**src/rtl/fp32_pkg.sv**
```systemverilog
// Shared definitions for the sequential fp32 datapath blocks.
//   state_t        : controller states of fp32_sub_seq
//   fp_unpacked_t  : operand split into sign, biased exponent and 24-bit
//                    mantissa with the hidden bit restored
package fp32_pkg;

  localparam int EXP_W   = 8;
  localparam int MAN_W   = 23;
  localparam int BIAS    = 127;
  localparam int EXP_MAX = 255;

  localparam logic [31:0] QNAN = 32'h7FC0_0000;

  typedef enum logic [2:0] {
    S_IDLE,
    S_ALIGN,
    S_SUB,
    S_NORM,
    S_DONE
  } state_t;

  typedef struct packed {
    logic             sign;
    logic [EXP_W-1:0] exp;
    logic [MAN_W:0]   mant;
  } fp_unpacked_t;

endpackage

```
**src/rtl/fp32_unpack.sv**
```systemverilog
// Combinational field split of an IEEE-754 single.
//   word      : packed operand
//   op        : sign, biased exponent, mantissa with hidden bit restored
//   is_zero   : exponent field is 0 (denormals are flushed to zero here)
//   is_infnan : exponent field is all ones (infinity or NaN)
module fp32_unpack
  import fp32_pkg::*;
(
  input  logic [31:0]  word,
  output fp_unpacked_t op,
  output logic         is_zero,
  output logic         is_infnan
);

  logic [EXP_W-1:0] exp_f;
  logic [MAN_W-1:0] frac;

  assign exp_f     = word[MAN_W +: EXP_W];
  assign frac      = word[MAN_W-1:0];
  assign is_zero   = (exp_f == '0);
  assign is_infnan = (exp_f == '1);

  // NOTE: every field gets a value on every path, so no latch can be inferred.
  always_comb begin
    op.sign = word[31];
    if (is_zero) begin
      // Denormal or zero: treated as an exact zero of the same sign.
      op.exp  = '0;
      op.mant = '0;
    end else begin
      op.exp  = exp_f;
      op.mant = {1'b1, frac};
    end
  end

endmodule

```
**src/rtl/fp32_sub_seq.sv**
```systemverilog
// Multi-cycle IEEE-754 single-precision subtractor: result = num1 - num2.
// Truncating (round toward zero), no denormals, NaN/Inf inputs give a quiet NaN.
//   clk, rst_n          : clock, asynchronous active-low reset
//   in_valid / in_ready : operand handshake (ready only while idle)
//   num1, num2          : minuend, subtrahend
//   out_valid/out_ready : result handshake (result held until taken)
//   result, overflow    : difference; overflow set when exponent saturates
// Latency from accept: ALIGN, SUB, then one NORM cycle per left shift plus
// the packing cycle, i.e. 3 + k cycles for a normal result.
module fp32_sub_seq
  import fp32_pkg::*;
#(
  parameter int ALIGN_LIMIT = 26
) (
  input  logic        clk,
  input  logic        rst_n,
  input  logic        in_valid,
  output logic        in_ready,
  input  logic [31:0] num1,
  input  logic [31:0] num2,
  output logic        out_valid,
  input  logic        out_ready,
  output logic [31:0] result,
  output logic        overflow
);

  state_t state_q, state_d;

  logic [31:0] a_q, a_d, b_q, b_d;      // operands, b already negated
  logic        sign_q, sign_d;
  logic        same_q, same_d;          // effective operation is an add
  logic [7:0]  exp_q, exp_d;
  logic [23:0] mant_q, mant_d;          // larger / working mantissa
  logic [23:0] small_q, small_d;        // aligned smaller mantissa
  logic [31:0] res_q, res_d;
  logic        ovf_q, ovf_d;

  // Operand decode and magnitude ordering (used in ALIGN)
  fp_unpacked_t ua, ub;
  logic         a_zero, b_zero, a_nan, b_nan;
  logic         a_ge;
  logic         big_sign;
  logic [7:0]   big_exp, small_exp, diff;
  logic [23:0]  big_mant, small_mant, small_sh;

  fp32_unpack u_unpack_a (.word(a_q), .op(ua), .is_zero(a_zero), .is_infnan(a_nan));
  fp32_unpack u_unpack_b (.word(b_q), .op(ub), .is_zero(b_zero), .is_infnan(b_nan));

  assign a_ge       = (ua.exp > ub.exp) || ((ua.exp == ub.exp) && (ua.mant >= ub.mant));
  assign big_sign   = a_ge ? ua.sign : ub.sign;
  assign big_exp    = a_ge ? ua.exp  : ub.exp;
  assign big_mant   = a_ge ? ua.mant : ub.mant;
  assign small_exp  = a_ge ? ub.exp  : ua.exp;
  assign small_mant = a_ge ? ub.mant : ua.mant;
  assign diff       = big_exp - small_exp;
  // Shifted-out bits are dropped; large gaps flush the smaller operand.
  assign small_sh   = (diff >= 8'(ALIGN_LIMIT)) ? '0 : (small_mant >> diff);

  // Add / subtract (used in SUB)
  logic [24:0] sum;
  logic [23:0] mant_s;
  logic [8:0]  exp_s;

  assign sum    = {1'b0, mant_q} + {1'b0, small_q};
  assign mant_s = same_q ? (sum[24] ? sum[24:1] : sum[23:0]) : (mant_q - small_q);
  assign exp_s  = same_q ? ({1'b0, exp_q} + {8'd0, sum[24]}) : {1'b0, exp_q};

  always_comb begin
    state_d = state_q;
    a_d     = a_q;
    b_d     = b_q;
    sign_d  = sign_q;
    same_d  = same_q;
    exp_d   = exp_q;
    mant_d  = mant_q;
    small_d = small_q;
    res_d   = res_q;
    ovf_d   = ovf_q;

    unique case (state_q)
      S_IDLE: begin
        if (in_valid) begin
          a_d     = num1;
          b_d     = {~num2[31], num2[30:0]};
          state_d = S_ALIGN;
        end
      end

      S_ALIGN: begin
        ovf_d = 1'b0;
        if (a_nan || b_nan) begin
          res_d   = QNAN;
          state_d = S_DONE;
        end else if (a_zero && b_zero) begin
          res_d   = 32'h0;
          state_d = S_DONE;
        end else begin
          sign_d  = big_sign;
          same_d  = (ua.sign == ub.sign);
          exp_d   = big_exp;
          mant_d  = big_mant;
          small_d = small_sh;
          state_d = S_SUB;
        end
      end

      S_SUB: begin
        if (mant_s == '0) begin
          res_d   = 32'h0;
          state_d = S_DONE;
        end else if (exp_s >= 9'(EXP_MAX)) begin
          res_d   = {sign_q, 8'hFF, 23'h0};
          ovf_d   = 1'b1;
          state_d = S_DONE;
        end else begin
          mant_d  = mant_s;
          exp_d   = exp_s[7:0];
          state_d = S_NORM;
        end
      end

      S_NORM: begin
        if (mant_q[23]) begin
          res_d   = {sign_q, exp_q, mant_q[22:0]};
          state_d = S_DONE;
        end else if (exp_q > 8'd1) begin
          mant_d = {mant_q[22:0], 1'b0};
          exp_d  = exp_q - 8'd1;
        end else begin
          // Another shift would need exponent 0: underflow to signed zero.
          res_d   = {sign_q, 31'h0};
          state_d = S_DONE;
        end
      end

      S_DONE: begin
        if (out_ready) state_d = S_IDLE;
      end

      default: state_d = S_IDLE;
    endcase
  end

  // NOTE: state registers use non-blocking assignments so every register
  // samples the values computed before the edge, independent of block order.
  always_ff @(posedge clk or negedge rst_n) begin
    if (!rst_n) begin
      state_q <= S_IDLE;
      a_q     <= '0;
      b_q     <= '0;
      sign_q  <= 1'b0;
      same_q  <= 1'b0;
      exp_q   <= '0;
      mant_q  <= '0;
      small_q <= '0;
      res_q   <= '0;
      ovf_q   <= 1'b0;
    end else begin
      state_q <= state_d;
      a_q     <= a_d;
      b_q     <= b_d;
      sign_q  <= sign_d;
      same_q  <= same_d;
      exp_q   <= exp_d;
      mant_q  <= mant_d;
      small_q <= small_d;
      res_q   <= res_d;
      ovf_q   <= ovf_d;
    end
  end

  assign in_ready  = (state_q == S_IDLE);
  assign out_valid = (state_q == S_DONE);
  assign result    = res_q;
  assign overflow  = ovf_q;

endmodule
```
**config.mk**
```make
export PLATFORM = sky130hd
export DESIGN_NAME = fp32_sub_seq
export DESIGN_NICKNAME = d
export VERILOG_FILES = /design/src/rtl/fp32_pkg.sv /design/src/rtl/fp32_unpack.sv /design/src/rtl/fp32_sub_seq.sv
export SDC_FILE = /design/constraint.sdc
export NUM_CORES = 1
export LEC_CHECK = 0
export BUFFER_PORTS_ARGS = -buffer_cell sky130_fd_sc_hd__buf_2
export CAP_MARGIN = 20
export CELL_PAD_IN_SITES_DETAIL_PLACEMENT = 1
export CELL_PAD_IN_SITES_GLOBAL_PLACEMENT = 2
export CORE_UTILIZATION = 33
export DETAILED_ROUTE_END_ITERATION = 12
export PLACE_DENSITY = 0.86
export SYNTH_ARGS = -nofsm -noshare
export SYNTH_HDL_FRONTEND = slang
export SYNTH_SLANG_ARGS = --single-unit
export TNS_END_PERCENT = 20
```
**constraint.sdc**
```tcl
create_clock -name clk -period 6.11 [get_ports clk]
set_clock_uncertainty 0.05 [all_clocks]
set_input_delay 0.611 -clock clk [delete_from_list [all_inputs] [get_ports clk]]
set_output_delay 0.611 -clock clk [all_outputs]
set_load 0.03 [all_outputs]
```
==> reports/results.ini, run 1 <==
[sta]
layout_min_cycle_time_ns = 5.71
slew_violations = 0
final_hold_viol_count = 0
rsz0062_at_grt = no
setup_slack_ns = 0.396
slew_headroom = 0.263
setup-violations-final = 0
fmaxAchievable_mhz = 175
fin_tns_setup_ns = 0
timing.final.crit_share = 0.935
worst_pin_slew_ns = 1.11

[cts]
cts_buffers = 17
h-tree-depth = 4
cts_num_sinks = 158
clk_pin_slew_ns = 0.08
post_cts_buffers = 0
cts_buffer_depth = 2
clock_latency_ns = 0.48
tritoncts = yes
cts_root_buffer = clkbuf_16

[floorplanning]
die_area_um2 = 43200
die_y_um = 208
io_pins = 103
start_util = 0.334
design.core.area_um2 = 41900
die_w_um = 208
rows = 75

[routing]
initialDrtViolationCount = 890
wl_per_cell_um = 21.2
drcViolationCount = 0
drt_wl_total_mm = 50.7
dr.pass1.iters = 5
viasPerCell = 5.79
drtAntennaViolNets = 0
vias = 13900

[setup_path]
crit_chain = ha_1, nor2b_1, o21ai_0, nand3_1, or4_4, nand2_2, inv_2, ha_1, ha_1, nand3_1, o31ai_1, nand2_1, o41ai_1, and4_1, nor2_1, o21ai_2, nand2_2, buf_4, a22o_1
critPathLaunchType = flop
cp_slowest_cell = ha_1
critPathTopFamily = simple AND/OR/NAND/NOR gates
arrival_ns = 6.02
crit_buf_inv = 2
crit_required_ns = 6.42
critPathMaxStageDelay_ns = 0.57
cp_max_fo = 21
cp-end-kind = flop
critical_path_class = flop to flop
crit_top_cell = ha_1

[synth]
synth_flop_cell = dfrtp_1
synthCells = 1802
synth.avg_cell_area_um2 = 7.75
ys_warn_count = 0
synth_enable_flop_cells = 0
ys_seq_elements = 158
syn_area_um2 = 14000
syn_nets = 1957
synthArstFlopShare = 1.00
ys_seq_area_frac = 0.283
synth_cell_types = 94

[final_layout]
syn2layout_area_growth_pct = 11.7
nets = 1998
drive_gt1_frac = 0.142
insertedDiodeCount = 0
design_area_um2 = 15600

[placed_design]
io_buffers = 102
dpl_cell_area_um2 = 15000
gp_congestion = 0.947
pre_cts_ws_ns = 0.410
dpl.hpwl_mm = 39.4

[global_routing]
grt_max_degree = 97
overflow = 0
grt_pass1_vias = 14100
grt_pass1_wl_mm = 81.1
antenna_found_initial = 0
globalRouteTotalUtil = 0.238

[min_path]
hold_class = input port to async pin

[run]
drv_cap = 0

[run_status]
status = finished clean

==> logic make-up after synthesis <==
group	count (synthesis)	share of synthesized area
DFF	158	0.283
and+or+nand+nor	701	0.229
AOI/OAI and AO/OA	525	0.252
buffers and inverters	208	0.0602
adders and majority gates	87	0.0790
muxes	92	0.0768
xor gates and xnor gates	31	0.0194
==> metrics by stage <==
step                      hold slack, ns   util  std cells
after floorplan                    0.265      -       1802
after global placement             0.405  0.359       2362
after detailed placement           0.406  0.359       2362
after CTS                          0.243  0.372       2394
after global routing               0.271  0.373       2395
final                              0.216  0.373       2395
==> worst paths after layout <==
check,end,start,cells after the start,slack (ns)
setup / recovery,result[3],mant_q[21],19,0.40
hold / removal,a_q[26],rst_n,1,0.22
setup reg to reg,result[3],mant_q[21],19,0.40
hold reg to reg,a_q[8],a_q[8],2,0.42
max in group asynchronous,result[0],rst_n,2,4.42
min in group clk,b_q[31],num2[31],2,0.28
==> flip-flops by register name (all words and copies together), names as in the netlist <==
| name | cells |
|---|---|
| mant_q | 24 |
| b_q | 32 |
| exp_q | 8 |
| same_q | 1 |
| sign_q | 1 |
| result | 32 |
| small_q | 24 |
| overflow | 1 |
| a_q | 32 |
| state_q | 3 |
==> final cells by class <==
type / instances / area [um2]
clock inverter: 14 / 124
inverter: 87 / 327
timing repair buffer: 143 / 850
clock buffer: 18 / 439
multi-input combinational: 1436 / 9240
tap: 539 / 674
fill: 5165 / 26200
sequential: 158 / 3950
==> cell usage after synthesis (9+ instances only) <==
cell	count	area [um2]
nor3_1	46	230
o21a_1	13	97.6
a211oi_1	28	210
or3_1	16	100
a2111oi_0	9	78.8
mux2_4	17	255
ha_1	85	1060
nand4_1	19	119
xnor2_1	19	166
a22o_1	26	228
a221oi_1	11	96.3
o32ai_1	9	78.8
and2_1	24	150
clkbuf_1	83	312
inv_1	81	304
mux2i_1	48	480
buf_1	13	48.8
o21ai_0	132	661
a31oi_1	14	87.6
xor2_1	12	105
a21o_1	18	135
nor2_1	144	541
nand3_1	29	145
o31ai_1	16	120
nand2_1	319	1200
nand2b_1	13	81.3
a21oi_1	121	606
nor2b_1	23	144
nor4_1	25	156
o22ai_1	16	100
o211ai_1	20	150
buf_2	18	90.1
mux2_2	23	259
dfrtp_1	158	3950
==> layer usage <==
metal | up-vias | share of wire | global-route usage | wire [um]
met5 | - | 0 | 0 | 0
met4 | 0 | 0.018 | 0.0654 | 908
met3 | 57 | 0.042 | 0.0292 | 2140
met2 | 324 | 0.46 | 0.383 | 23500
met1 | 6901 | 0.48 | 0.334 | 24100
li1 | 6580 | - | - | -
==> cells in the final DEF (no fill, tap or decap), types with 18 or more instances in the layout <==
master	instances
a22o_1	26
nor4_1	25
nand3_1	29
inv_1	81
o211ai_1	20
nand4_1	19
buf_4	39
mux2_2	23
buf_2	101
mux2i_1	47
nand2_1	317
nor3_1	45
nor2_1	143
a21o_1	18
and2_1	23
ha_1	85
xnor2_1	19
a211oi_1	28
dfrtp_1	158
a21oi_1	121
nor2b_1	22
o21ai_0	132
==> what timing repair did <==
| action | CTS | global route |
|---|---|---|
| hold buffers | 0 | 0 |
| setup endpoints to repair | 0 | 12 |
| gates resized for setup | 0 | 3 |
Power of run 1 is left out: the tool's default activity adds up to more than one toggle a clock period on the data nets, which glitch-free logic cannot reach.
==> run 2, diff against run 1 <==
REMOVE_ABC_BUFFERS = 1   (was not set)
==> reports/results.ini, run 2 (same netlist as run 1, synthesis figures left out) <==
[floorplanning]
design.core.area_um2 = 41900  ; unchanged
start_util = 0.334  ; unchanged
die_area_um2 = 43200  ; unchanged
rows = 75  ; unchanged
die_w_um = 208  ; unchanged
die_y_um = 208  ; unchanged
io_pins = 103  ; unchanged

[routing]
vias = 14000  ; +0.66%
viasPerCell = 5.81  ; +0.41%
wl_per_cell_um = 21.5  ; +1.7%
drtAntennaViolNets = 0  ; unchanged
drcViolationCount = 0  ; unchanged
dr.pass1.iters = 5  ; unchanged
initialDrtViolationCount = 1033  ; +16%
drt_wl_total_mm = 51.7  ; +2.0%

[cts]
cts_root_buffer = clkbuf_16
cts_buffer_depth = 2  ; unchanged
clock_latency_ns = 0.46  ; -0.02 ns
h-tree-depth = 4  ; unchanged
cts_buffers = 17  ; unchanged
clk_pin_slew_ns = 0.08  ; about the same
cts_num_sinks = 158  ; unchanged
tritoncts = yes

[final_layout]
fillers = 5176  ; +0.21%
final_cell_mix = nand2_1, dfrtp_1, nor2_1, o21ai_0, a21oi_1
insertedDiodeCount = 0  ; unchanged
nets = 2004  ; +0.30%
layout.cells.non_filler = 2401  ; +0.25%
layout_commonest_cell = nand2_1
syn2layout_area_growth_pct = 12.2
drive_gt1_frac = 0.142  ; +0.000617

[placed_design]
dpl.hpwl_mm = 40.1  ; +1.8%
io_buffers = 102  ; unchanged
gp_congestion = 0.931  ; -1.7%
dp_cells = 2366  ; +0.17%

[min_path]
hold_class = input port to flop

[sta]
slew_headroom = 0.338  ; +0.0759
timing.final.crit_share = 0.940  ; +0.00486
worst_pin_slew_ns = 0.984  ; -0.122 ns
fmaxAchievable_mhz = 174  ; -0.52%
slew_violations = 0  ; unchanged
setup-violations-final = 0  ; unchanged
final_hold_viol_count = 0  ; unchanged
rsz0062_at_grt = no
layout_min_cycle_time_ns = 5.74  ; +0.0297 ns

[setup_path]
crit_chain = ha_1, nor2b_1, nor4_1, a21oi_1, or4_4, nand2_2, inv_2, ha_1, ha_1, nand3_1, o31ai_1, nand2_1, o41ai_1, and4_1, nor2_1, o21ai_2, nand2_2, buf_4, a22o_1
cp_max_fo = 20  ; -4.8%
crit_required_ns = 6.41  ; about the same
startpoint = mant_q[9]
critPathMaxStageDelay_ns = 0.61  ; +0.04 ns
critPathLaunchType = flop
crit_buf_inv = 2  ; unchanged
critPathTopFamily = simple AND/OR/NAND/NOR gates
r2r_setup_slack_ns = 0.37  ; -0.03 ns
worstReg2RegEnd = result[12]
worstSetupEndpoint = result[12]
arrival_ns = 6.04  ; +0.02 ns
crit_top_cell = ha_1
cp_slowest_cell = ha_1
cp-end-kind = flop
cp.depth = 19  ; unchanged
r2r_cells = 19  ; unchanged
critical_path_class = flop to flop
r2r-start = mant_q[9]

[global_routing]
use_met2 = 0.396  ; +0.0128
globalRouteTotalUtil = 0.239  ; +0.00147
antenna_found_initial = 0  ; unchanged
top_usage_layer = met2
grtUsageMet3 = 0.0247  ; -0.00454
overflow = 0  ; unchanged
grt_pass1_vias = 14400  ; +1.9%
grt_max_degree = 75  ; -23%
grt_pass1_wl_mm = 82.2  ; +1.4%
use_met1 = 0.329  ; -0.00520

[run_status]
status = finished clean

[run]
drv_cap = 0  ; unchanged

==> run 2: cell types whose count changed in the layout (fill, tap and decap cells not counted), sizes merged <==
| cell | previous run | this run |
|---|---|---|
| buf | 143 | 148 |
| inv | 94 | 90 |
| clkinvlp | 1 | 3 |
| bufinv | 0 | 1 |
| clkinv | 6 | 7 |
| dlygate4sd3 | 0 | 1 |
==> run 2: metrics by stage <==
step | utilization | hold WS, ns | setup slack, ns | cell area, um2 | TNS, ns
after CTS | 0.373 | 0.262 | 0.393 | 15600 | 0
after detailed placement | 0.359 | 0.405 | 0.434 | 15000 | 0
final | 0.374 | 0.277 | 0.366 | 15700 | 0
after floorplan | - | 0.265 | -1.68 | 13500 | -34.76
after global routing | 0.374 | 0.279 | 0.0158 | 15700 | 0
after global placement | 0.359 | 0.404 | 0.455 | 15000 | 0
==> run 2: area by class of cell <==
type | instances | area (um2) | area share
clock buffer | 18 | 429 | 0.0274
clock inverter | 14 | 131 | 0.00838
inverter | 87 | 327 | 0.0208
multi-input combinational | 1436 | 9240 | 0.590
sequential | 158 | 3950 | 0.252
tap | 539 | 674 | 0.0430
timing repair buffer | 149 | 917 | 0.0585
==> run 2: what timing repair did <==
action                     CTS  global route
gates resized for setup      0             4
setup buffers                0             0
hold buffers                 1             0
setup endpoints to repair    0            43
hold endpoints to repair    24             0
==> run 2: metal layers <==
| metal | wire (um) | share of wire |
|---|---|---|
| met1 | 24200 | 0.47 |
| met2 | 24400 | 0.47 |
| met3 | 2080 | 0.040 |
| met4 | 952 | 0.018 |
| met5 | 0 | 0 |
==> run 2: how the worst min path moves through the flow <==
stage / end / slack, ns / start / cells after the start
after detailed placement: a_q[19] / 0.40 / a_q[19] / 2
final: b_q[16] / 0.28 / num2[16] / 3
after global routing: b_q[18] / 0.28 / num2[18] / 3
after CTS: b_q[22] / 0.26 / num2[22] / 3
after global placement: a_q[19] / 0.40 / a_q[19] / 2
after floorplan: a_q[0] / 0.27 / rst_n / 0
==> run 2: tightest hold or removal path, delay by kind of cell <==
kind                   cells  cell delay (ns)
AND/OR/NAND/NOR            2             0.08
buffers and inverters      1             0.08
Power of run 2 is left out for the same reason.
==> run 3, diff against run 2 <==
CORE_MARGIN = 2   (was not set)
==> reports/results.ini, run 3 (same netlist as run 1, synthesis figures left out) <==
[sta]
timing.final.crit_share = 0.928  ; -0.0126
setup-violations-final = 0  ; unchanged
layout_min_cycle_time_ns = 5.67  ; -0.0768 ns
slew_headroom = 0.304  ; -0.0348
rsz0062_at_grt = no
worst_pin_slew_ns = 1.04  ; +0.0606 ns
slew_violations = 0  ; unchanged
fmaxAchievable_mhz = 176  ; +1.4%
final_hold_viol_count = 0  ; unchanged

[global_routing]
antenna_found_initial = 0  ; unchanged
grt_pass1_wl_mm = 82.4  ; +0.23%
overflow = 0  ; unchanged
grt_max_degree = 98  ; +31%
grt_pass1_vias = 14400  ; +0.33%
globalRouteTotalUtil = 0.238  ; -0.00123

[placed_design]
dpl_cell_area_um2 = 15000  ; -0.25%
dpl.hpwl_mm = 39.9  ; -0.50%
gp_congestion = 0.928  ; -0.37%
io_buffers = 102  ; unchanged

[final_layout]
final_cell_mix = nand2_1, dfrtp_1, nor2_1, o21ai_0, a21oi_1
insertedDiodeCount = 0  ; unchanged
syn2layout_area_growth_pct = 12.1
multi_input_area_um2 = 9230  ; -0.16%
drive_gt1_frac = 0.140  ; -0.00270
fillers = 5144  ; -0.62%
seq_area_um2 = 3950  ; unchanged
nets = 1997  ; -0.35%
design_area_um2 = 15700  ; -0.11%
layout_commonest_cell = nand2_1

[cts]
clk_pin_slew_ns = 0.07  ; about the same
cts_resized = 0  ; unchanged
cts_buffer_depth = 2  ; unchanged
cts_buffers = 17  ; unchanged
cts_hold_buf = 0  ; -1
clock_latency_ns = 0.46  ; about the same
h-tree-depth = 4  ; unchanged
post_cts_buffers = 0  ; unchanged
cts_num_sinks = 158  ; unchanged
tritoncts = yes
cts_root_buffer = clkbuf_16

[setup_path]
startpoint = mant_q[17]
r2r-start = mant_q[17]
worstReg2RegEnd = mant_q[14]
worstSetupEndpoint = mant_q[14]
arrival_ns = 5.96  ; -0.08 ns
cp-end-kind = flop
cp_max_fo = 22  ; +10%
critical_path_class = flop to flop
critPathLaunchType = flop
crit_chain = ha_1, nor4_1, nor2_1, a31oi_2, o31a_1, nand2_2, inv_2, ha_1, ha_1, nand3_1, o31ai_1, nand2_1, o22ai_1, nand2_1, o41ai_1, and4_1, nor2_1, o21a_1, nor2_1, nor2_2, buf_12, mux2_2
r2r_cells = 22  ; +3
crit_required_ns = 6.41  ; about the same
critPathMaxStageDelay_ns = 0.55  ; -0.06 ns
cp_slowest_cell = ha_1
r2r_setup_slack_ns = 0.44  ; +0.08 ns

[routing]
vias = 13900  ; -0.65%
wl_per_cell_um = 21.8  ; +1.3%
drtAntennaViolNets = 0  ; unchanged
drcViolationCount = 0  ; unchanged
initialDrtViolationCount = 914  ; -12%
drt_wl_total_mm = 52.2  ; +0.96%
dr.pass1.iters = 5  ; unchanged
viasPerCell = 5.79  ; -0.36%

[floorplanning]
io_pins = 103  ; unchanged
die_w_um = 210  ; +0.96%
rows = 75  ; unchanged
die_y_um = 210  ; +0.96%
die_area_um2 = 44000  ; +1.9%
design.core.area_um2 = 41900  ; unchanged
start_util = 0.334  ; unchanged

[min_path]
hold_class = input port to async pin

[run]
drv_cap = 0  ; unchanged

[run_status]
status = finished clean

-- run 3: per-stage QoR --
stage	util	instances	worst slack [ns]	TNS [ns]	hold slack [ns]
after floorplan	-	1681	-1.68	-34.76	0.265
after global placement	0.358	2361	0.604	0	0.411
after detailed placement	0.358	2361	0.537	0	0.410
after CTS	0.374	2393	0.527	0	0.238
after global routing	0.374	2394	0.0454	0	0.263
final	0.374	2394	0.443	0	0.190
-- run 3: cell type report --
cell class | instances | share of cell area
Tap cell | 539 | 0.0431
Multi-Input combinational cell | 1436 | 0.589
Sequential cell | 158 | 0.253
Clock buffer | 18 | 0.0281
Inverter | 87 | 0.0209
Clock inverter | 14 | 0.0124
Timing Repair Buffer | 142 | 0.0538
-- run 3: worst max-delay path: cells and delay by family (launching register included) --
kind	cells	cell delay (ns)
fa+ha+maj	3	1.09
buf+inv	2	0.55
compound gates	6	1.23
flops	1	0.48
simple gates	10	1.77
mux	1	0.36
-- run 3: worst min path at each step --
stage	from	endpoint	slack, ns
2_1_floorplan	rst_n	a_q[0]	0.27
3_3_place_gp	result[31]	result[31]	0.41
3_5_place_dp	a_q[9]	a_q[9]	0.41
4_1_cts	rst_n	result[23]	0.24
5_1_grt	rst_n	result[25]	0.26
6_report	rst_n	result[30]	0.19
-- run 3: routing by layer --
layer  vias up  routed length (um)  GRT usage
li1       6572                   -          -
met1      6878               24400      0.325
met4         0                1790     0.0944
met5         -                   0          0
met3        81                1730     0.0232
met2       332               24200      0.388
Power of run 3 is left out for the same reason.
